$ cat src/rtl/shift_sequencer_if.sv
// Handshake bundle for shift_sequencer.
//   in_valid/in_ready/in_data/in_amt    : operand + shift amount from producer
//   out_valid/out_ready/out_data        : shifted result to consumer
// master = producer/consumer side, slave = the sequencer.
interface shift_sequencer_if #(
  parameter int unsigned NBITS_DATA = 4,
  parameter int unsigned NBITS_AMT  = 3
);
  logic                  in_valid;
  logic                  in_ready;
  logic [NBITS_DATA-1:0] in_data;
  logic [NBITS_AMT-1:0]  in_amt;
  logic                  out_valid;
  logic                  out_ready;
  logic [NBITS_DATA-1:0] out_data;

  modport master (
    output in_valid, in_data, in_amt, out_ready,
    input  in_ready, out_valid, out_data
  );

  modport slave (
    input  in_valid, in_data, in_amt, out_ready,
    output in_ready, out_valid, out_data
  );
endinterface

$ cat src/rtl/shift_sequencer.sv
// Control stage that drives an external 1-bit arithmetic-shift register stage
// until the requested right shift is complete, then presents the result.
// Ports:
//   clk, reset  : clock, synchronous active-high reset
//   bus         : slave side of shift_sequencer_if (input/output handshakes)
//   busy        : high while shifting or holding a result
//   sh_data     : to register-stage data_in
//   sh_shift    : to register-stage shift
//   sh_result   : from register-stage data_out
// NBITS_DATA/NBITS_AMT must match the interface instance and register stage.
module shift_sequencer #(
  parameter int unsigned NBITS_DATA = 4,
  parameter int unsigned NBITS_AMT  = 3
) (
  input  logic                  clk,
  input  logic                  reset,
  shift_sequencer_if.slave      bus,
  output logic                  busy,
  output logic [NBITS_DATA-1:0] sh_data,
  output logic                  sh_shift,
  input  logic [NBITS_DATA-1:0] sh_result
);

  localparam int unsigned CW   = $clog2(NBITS_DATA + 1);
  localparam int unsigned CMPW = (NBITS_AMT > CW) ? NBITS_AMT : CW;

  typedef enum logic [1:0] {
    IDLE  = 2'd0,
    SHIFT = 2'd1,
    DONE  = 2'd2
  } state_t;

  state_t        state, state_next;
  logic [CW-1:0] cnt, cnt_next;
  logic [CW-1:0] amt_eff;

  // Clamp the amount: anything at or above the width is pure sign fill.
  always_comb begin
    if (CMPW'(bus.in_amt) >= CMPW'(NBITS_DATA)) begin
      amt_eff = CW'(NBITS_DATA);
    end else begin
      amt_eff = CW'(bus.in_amt);
    end
  end

  // State register.
  always_ff @(posedge clk) begin
    if (reset) begin
      state <= IDLE;
      cnt   <= '0;
    end else begin
      state <= state_next;
      cnt   <= cnt_next;
    end
  end

  // Next-state logic. in_ready is implied by IDLE; reset is handled above.
  always_comb begin
    state_next = state;
    cnt_next   = cnt;
    case (state)
      IDLE: begin
        if (bus.in_valid) begin
          if (amt_eff == '0) begin
            state_next = DONE;
          end else begin
            cnt_next   = amt_eff;
            state_next = SHIFT;
          end
        end
      end
      SHIFT: begin
        cnt_next = cnt - CW'(1);
        if (cnt == CW'(1)) begin
          state_next = DONE;
        end
      end
      DONE: begin
        if (bus.out_ready) begin
          state_next = IDLE;
        end
      end
      default: state_next = IDLE;
    endcase
  end

  // Output decode. In IDLE the register stage tracks in_data so the operand
  // is already loaded on the accept edge; afterwards it feeds back on itself.
  always_comb begin
    bus.in_ready  = 1'b0;
    bus.out_valid = 1'b0;
    bus.out_data  = '0;
    busy          = 1'b0;
    sh_data       = sh_result;
    sh_shift      = 1'b0;
    case (state)
      IDLE: begin
        bus.in_ready = ~reset;
        sh_data      = bus.in_data;
      end
      SHIFT: begin
        sh_shift = 1'b1;
        busy     = 1'b1;
      end
      DONE: begin
        bus.out_valid = 1'b1;
        bus.out_data  = sh_result;
        busy          = 1'b1;
      end
      default: ;
    endcase
  end

endmodule

$ cat src/flat_wrapper.sv
// flat-port wrapper written by rule: the top's interface ports become plain ports
module shift_sequencer_flat 
#(
  parameter int unsigned NBITS_DATA = 4,
  parameter int unsigned NBITS_AMT  = 3
)
  (clk, reset, busy, sh_data, sh_shift, sh_result, bus_in_valid, bus_in_data, bus_in_amt, bus_out_ready, bus_in_ready, bus_out_valid, bus_out_data);
  shift_sequencer_if #(.NBITS_DATA(NBITS_DATA), .NBITS_AMT(NBITS_AMT)) bus_i ();
  input  logic clk;
  input  logic reset;
  output logic busy;
  output logic [NBITS_DATA-1:0] sh_data;
  output logic sh_shift;
  input  logic [NBITS_DATA-1:0] sh_result;
  input wire logic [$bits(bus_i.in_valid)-1:0] bus_in_valid;
  input wire logic [$bits(bus_i.in_data)-1:0] bus_in_data;
  input wire logic [$bits(bus_i.in_amt)-1:0] bus_in_amt;
  input wire logic [$bits(bus_i.out_ready)-1:0] bus_out_ready;
  output wire logic [$bits(bus_i.in_ready)-1:0] bus_in_ready;
  output wire logic [$bits(bus_i.out_valid)-1:0] bus_out_valid;
  output wire logic [$bits(bus_i.out_data)-1:0] bus_out_data;
  assign bus_i.in_valid = bus_in_valid;
  assign bus_i.in_data = bus_in_data;
  assign bus_i.in_amt = bus_in_amt;
  assign bus_i.out_ready = bus_out_ready;
  assign bus_in_ready = bus_i.in_ready;
  assign bus_out_valid = bus_i.out_valid;
  assign bus_out_data = bus_i.out_data;
  shift_sequencer #(.NBITS_DATA(NBITS_DATA), .NBITS_AMT(NBITS_AMT)) u_core (.clk(clk), .reset(reset), .bus(bus_i), .busy(busy), .sh_data(sh_data), .sh_shift(sh_shift), .sh_result(sh_result));
endmodule
$ cat config.mk
export PLATFORM = sky130hd
export DESIGN_NAME = shift_sequencer_flat
export DESIGN_NICKNAME = d
export VERILOG_FILES = /design/src/rtl/shift_sequencer_if.sv /design/src/rtl/shift_sequencer.sv /design/src/flat_wrapper.sv
export SDC_FILE = /design/constraint.sdc
export NUM_CORES = 1
export LEC_CHECK = 0
export ABC_AREA = 1
export CORE_AREA = 5 5 42 44
export CTS_CLUSTER_SIZE = 12
export DETAILED_ROUTE_END_ITERATION = 8
export DIE_AREA = 0 0 47 49
export PLACE_DENSITY = 0.79
export SYNTH_ARGS = -nofsm -noshare
export SYNTH_HDL_FRONTEND = slang
export SYNTH_SLANG_ARGS = --single-unit
$ cat constraint.sdc
create_clock -name clk -period 3.27 [get_ports clk]
set_input_delay 0.4905 -clock clk [delete_from_list [all_inputs] [get_ports clk]]
set_output_delay 0.4905 -clock clk [all_outputs]
set_load 0.02 [all_outputs]
==> run_results.csv <==
group,metric,value,unit
run_status,status,"finished, final reports clean",
floorplanning,initial_core_util,36.79,%
grt,grt_pass1_vias,553,
final_layout,nNetsFinal,140,
yosys,ys_seq_area_share,19.42,%
pwr,power.leakage,0.4257,nW
yosys,synth_compound_area_share,2.913,%
worst_hold_path,min-delay-start,"u_core.cnt[0]",
yosys,synth_top_cell_by_area,"nand2_1",
timing,period_share,71.73,%
floorplanning,core,1401,um^2
routing,vias_per_cell,4.178,
timing,max_freq,426.3,MHz
cts,clk_latency,0.23,ns
grt,overflow,0,
pwr,peakVddDrop,0.5692,mV
timing,worst_pin_slew,0.4215,ns
yosys,synth_top_area_share,27.67,%
setup_path,path_max_fanout,9,
timing,post-route-min-period,2.346,ns
yosys,ys_ff_latch,5,
setup_path,ff2ff_setup_slack,1.86,ns
setup_path,path_class,"reg -> out",
setup_path,worstReg2RegEnd,"u_core.cnt[1]",
routing,wl_per_cell,8.970,um
timing,worst_hold_slack,0.4831,ns
yosys,yosys_warnings,0,
final_layout,syn2layout_area_growth,57.28,%
routing,drcViolationCount,0,
yosys,synth_area_per_cell,5.728,um^2
floorplanning,die_w,47,um
pwr,power_density,906.5,nW/um^2
cts,ctsResizeCount,0,
yosys,ys_types,18,
routing,drt-pass1-iter-count,3,
floorplanning,die_h,49,um
setup_path,required,2.78,ns
yosys,synth_top_family_by_area,"simple AND/OR/NAND/NOR gates",
grt,grt_usage,12.68,%
cts,clkSlewWorstSetupHoldPaths,0.04,ns
setup_path,arrival,1.86,ns
setup_path,rr_startpoint,"u_core.state[1]",
place,placement.io_buffers,26,
yosys,synthesis.nets,110,
cts,cts_root_buf,"clkbuf_4",
yosys,synth_fa_ha_area_share,12.14,%
timing,tns,0,ns
timing,hold_violations,0,
final_layout,diodes,0,
setup_path,r2r_cells,9,
place,hpwl,1.032,mm
cts,cts_tree,"done",
setup_path,worstSetupEndpointType,"output pin",
floorplanning,dieArea,2303,um^2
worst_hold_path,hold_end,"u_core.cnt[0]",
yosys,synthSimpleGateAreaFrac,50.24,%
cts,cts_max_path_buffers,2,
timing,setup_viol_count_final,0,
cts,cts_hold_buf,0,
grt,grt_pass1_wl,2.235,mm
routing,vias,564,
worst_hold_path,hold_path_depth,2,
floorplanning,pin_count,27,
timing,grt_setup_unrepaired,"no",
final_layout,fin_util,57.86,%
timing,slew_headroom,71.90,%
routing,wl,1.211,mm
cts,cts_buffers,3,
floorplanning,num_rows,14,
grt,grt_max_degree,10,
cts,cts-htree-levels,1,
place,place_congestion,0.8018,
yosys,synthXorXnorAreaFrac,0,%
routing,drtAntennaViolNets,0,
worst_hold_path,min_path_type,"reg -> reg",
pwr,power,735.0,uW
yosys,syn-cell-area,515.5,um^2
grt,grt_antenna_before_repair,0,
timing,finalMaxSlewViolations,0,
setup_path,start_kind,"flip-flop",
timing,skew,0.0005937,ns
yosys,yosys-top-cells-area,"nand2_1 28%, dfxtp_1 19%, ha_1 12%, inv_1 9.5%, nor2_1 8.7%",
yosys,yosys-mux-area-fraction,0,%
cts,postCtsSetupBuffers,0,
run,maxCapViolCount,0,
cts,clock_sinks,5,
yosys,syn_inst,90,
final_layout,drive_gt1_share,10.08,%
routing,drt_iter0_drc,8,
place,placed_area,784.5,um^2
final_layout,fin_area,810.8,um^2
cells by family after synthesis:
kind of cell	count (synthesis)
simple gates	59
flops	5
compound gates	3
buf+inv	18
fa+ha+maj	5
through the flow:
stage / worst slack (ns) / instances
6_report: 0.9243 / 135
2_1_floorplan: 1.791 / 90
4_1_cts: 0.8947 / 135
3_3_place_gp: 1.082 / 131
3_5_place_dp: 1.075 / 131
5_1_grt: 0.7632 / 135
layout make-up:
class	count	area, um^2
Fill cell	140	590.6
Multi-Input combinational cell	67	336.6
Timing Repair Buffer	26	260.3
Sequential cell	5	100.1
Inverter	17	67.56
Clock buffer	4	26.28
Tap cell	16	20.02
registers in the layout (all words and copies together), names as in the netlist:
| name | count |
|---|---|
| u_core.cnt | 3 |
| u_core.state | 2 |
worst max-delay path, stage by stage, from the launching register on:
cell and delay, ns:
dfxtp_1 0.31, inv_1 0.09, ha_1 0.42, inv_4 0.10, nor2_1 0.10, clkdlybuf4s50_1 0.60
worst max-delay path by stage:
stage	startpoint	endpoint	slack, ns	cells past startpoint
finish	u_core.state[1]	bus_in_ready	0.92	5
global route	u_core.state[1]	bus_in_ready	0.76	5
global placement	reset	bus_in_ready	1.08	3
CTS	u_core.state[1]	bus_in_ready	0.89	5
floorplan	u_core.state[0]	bus_in_ready	1.79	5
detailed placement	reset	bus_in_ready	1.08	3
placed cells by master (no fill, tap or decap), types with 2 or more instances in the layout:
cell             Yosys  routed
nor2_1              12      12
clkbuf_4             0       3
nand3_1              3       3
inv_1               13      13
nor2_4               2       2
clkdlybuf4s50_1      0      26
nand2_1             38      38
dfxtp_1              5       5
ha_1                 5       5
o21ai_0              2       2
per-layer routing:
metal	vias up	GRT usage (%)	wire length [um]
met2	9	20.81	612
met5	-	0	0
met4	0	5.530	0
li1	323	-	-
met1	232	15.20	554
met3	0	2.583	44
synth_stat cells (all sizes together):
master	instances
o21ai	2
a21oi	1
inv	15
nand2	40
ha	5
clkinv	2
nor2	15
buf	1
dfxtp	5
nand3	4
report_power, final:
group / switching (mW) / internal (mW) / total [mW]
Combinational: 0.326 / 0.237 / 0.563
Clock: 0.0225 / 0.0460 / 0.0685
Sequential: 0.0151 / 0.0881 / 0.103
Total: 0.364 / 0.371 / 0.735
(Power assumes the default switching activity.)
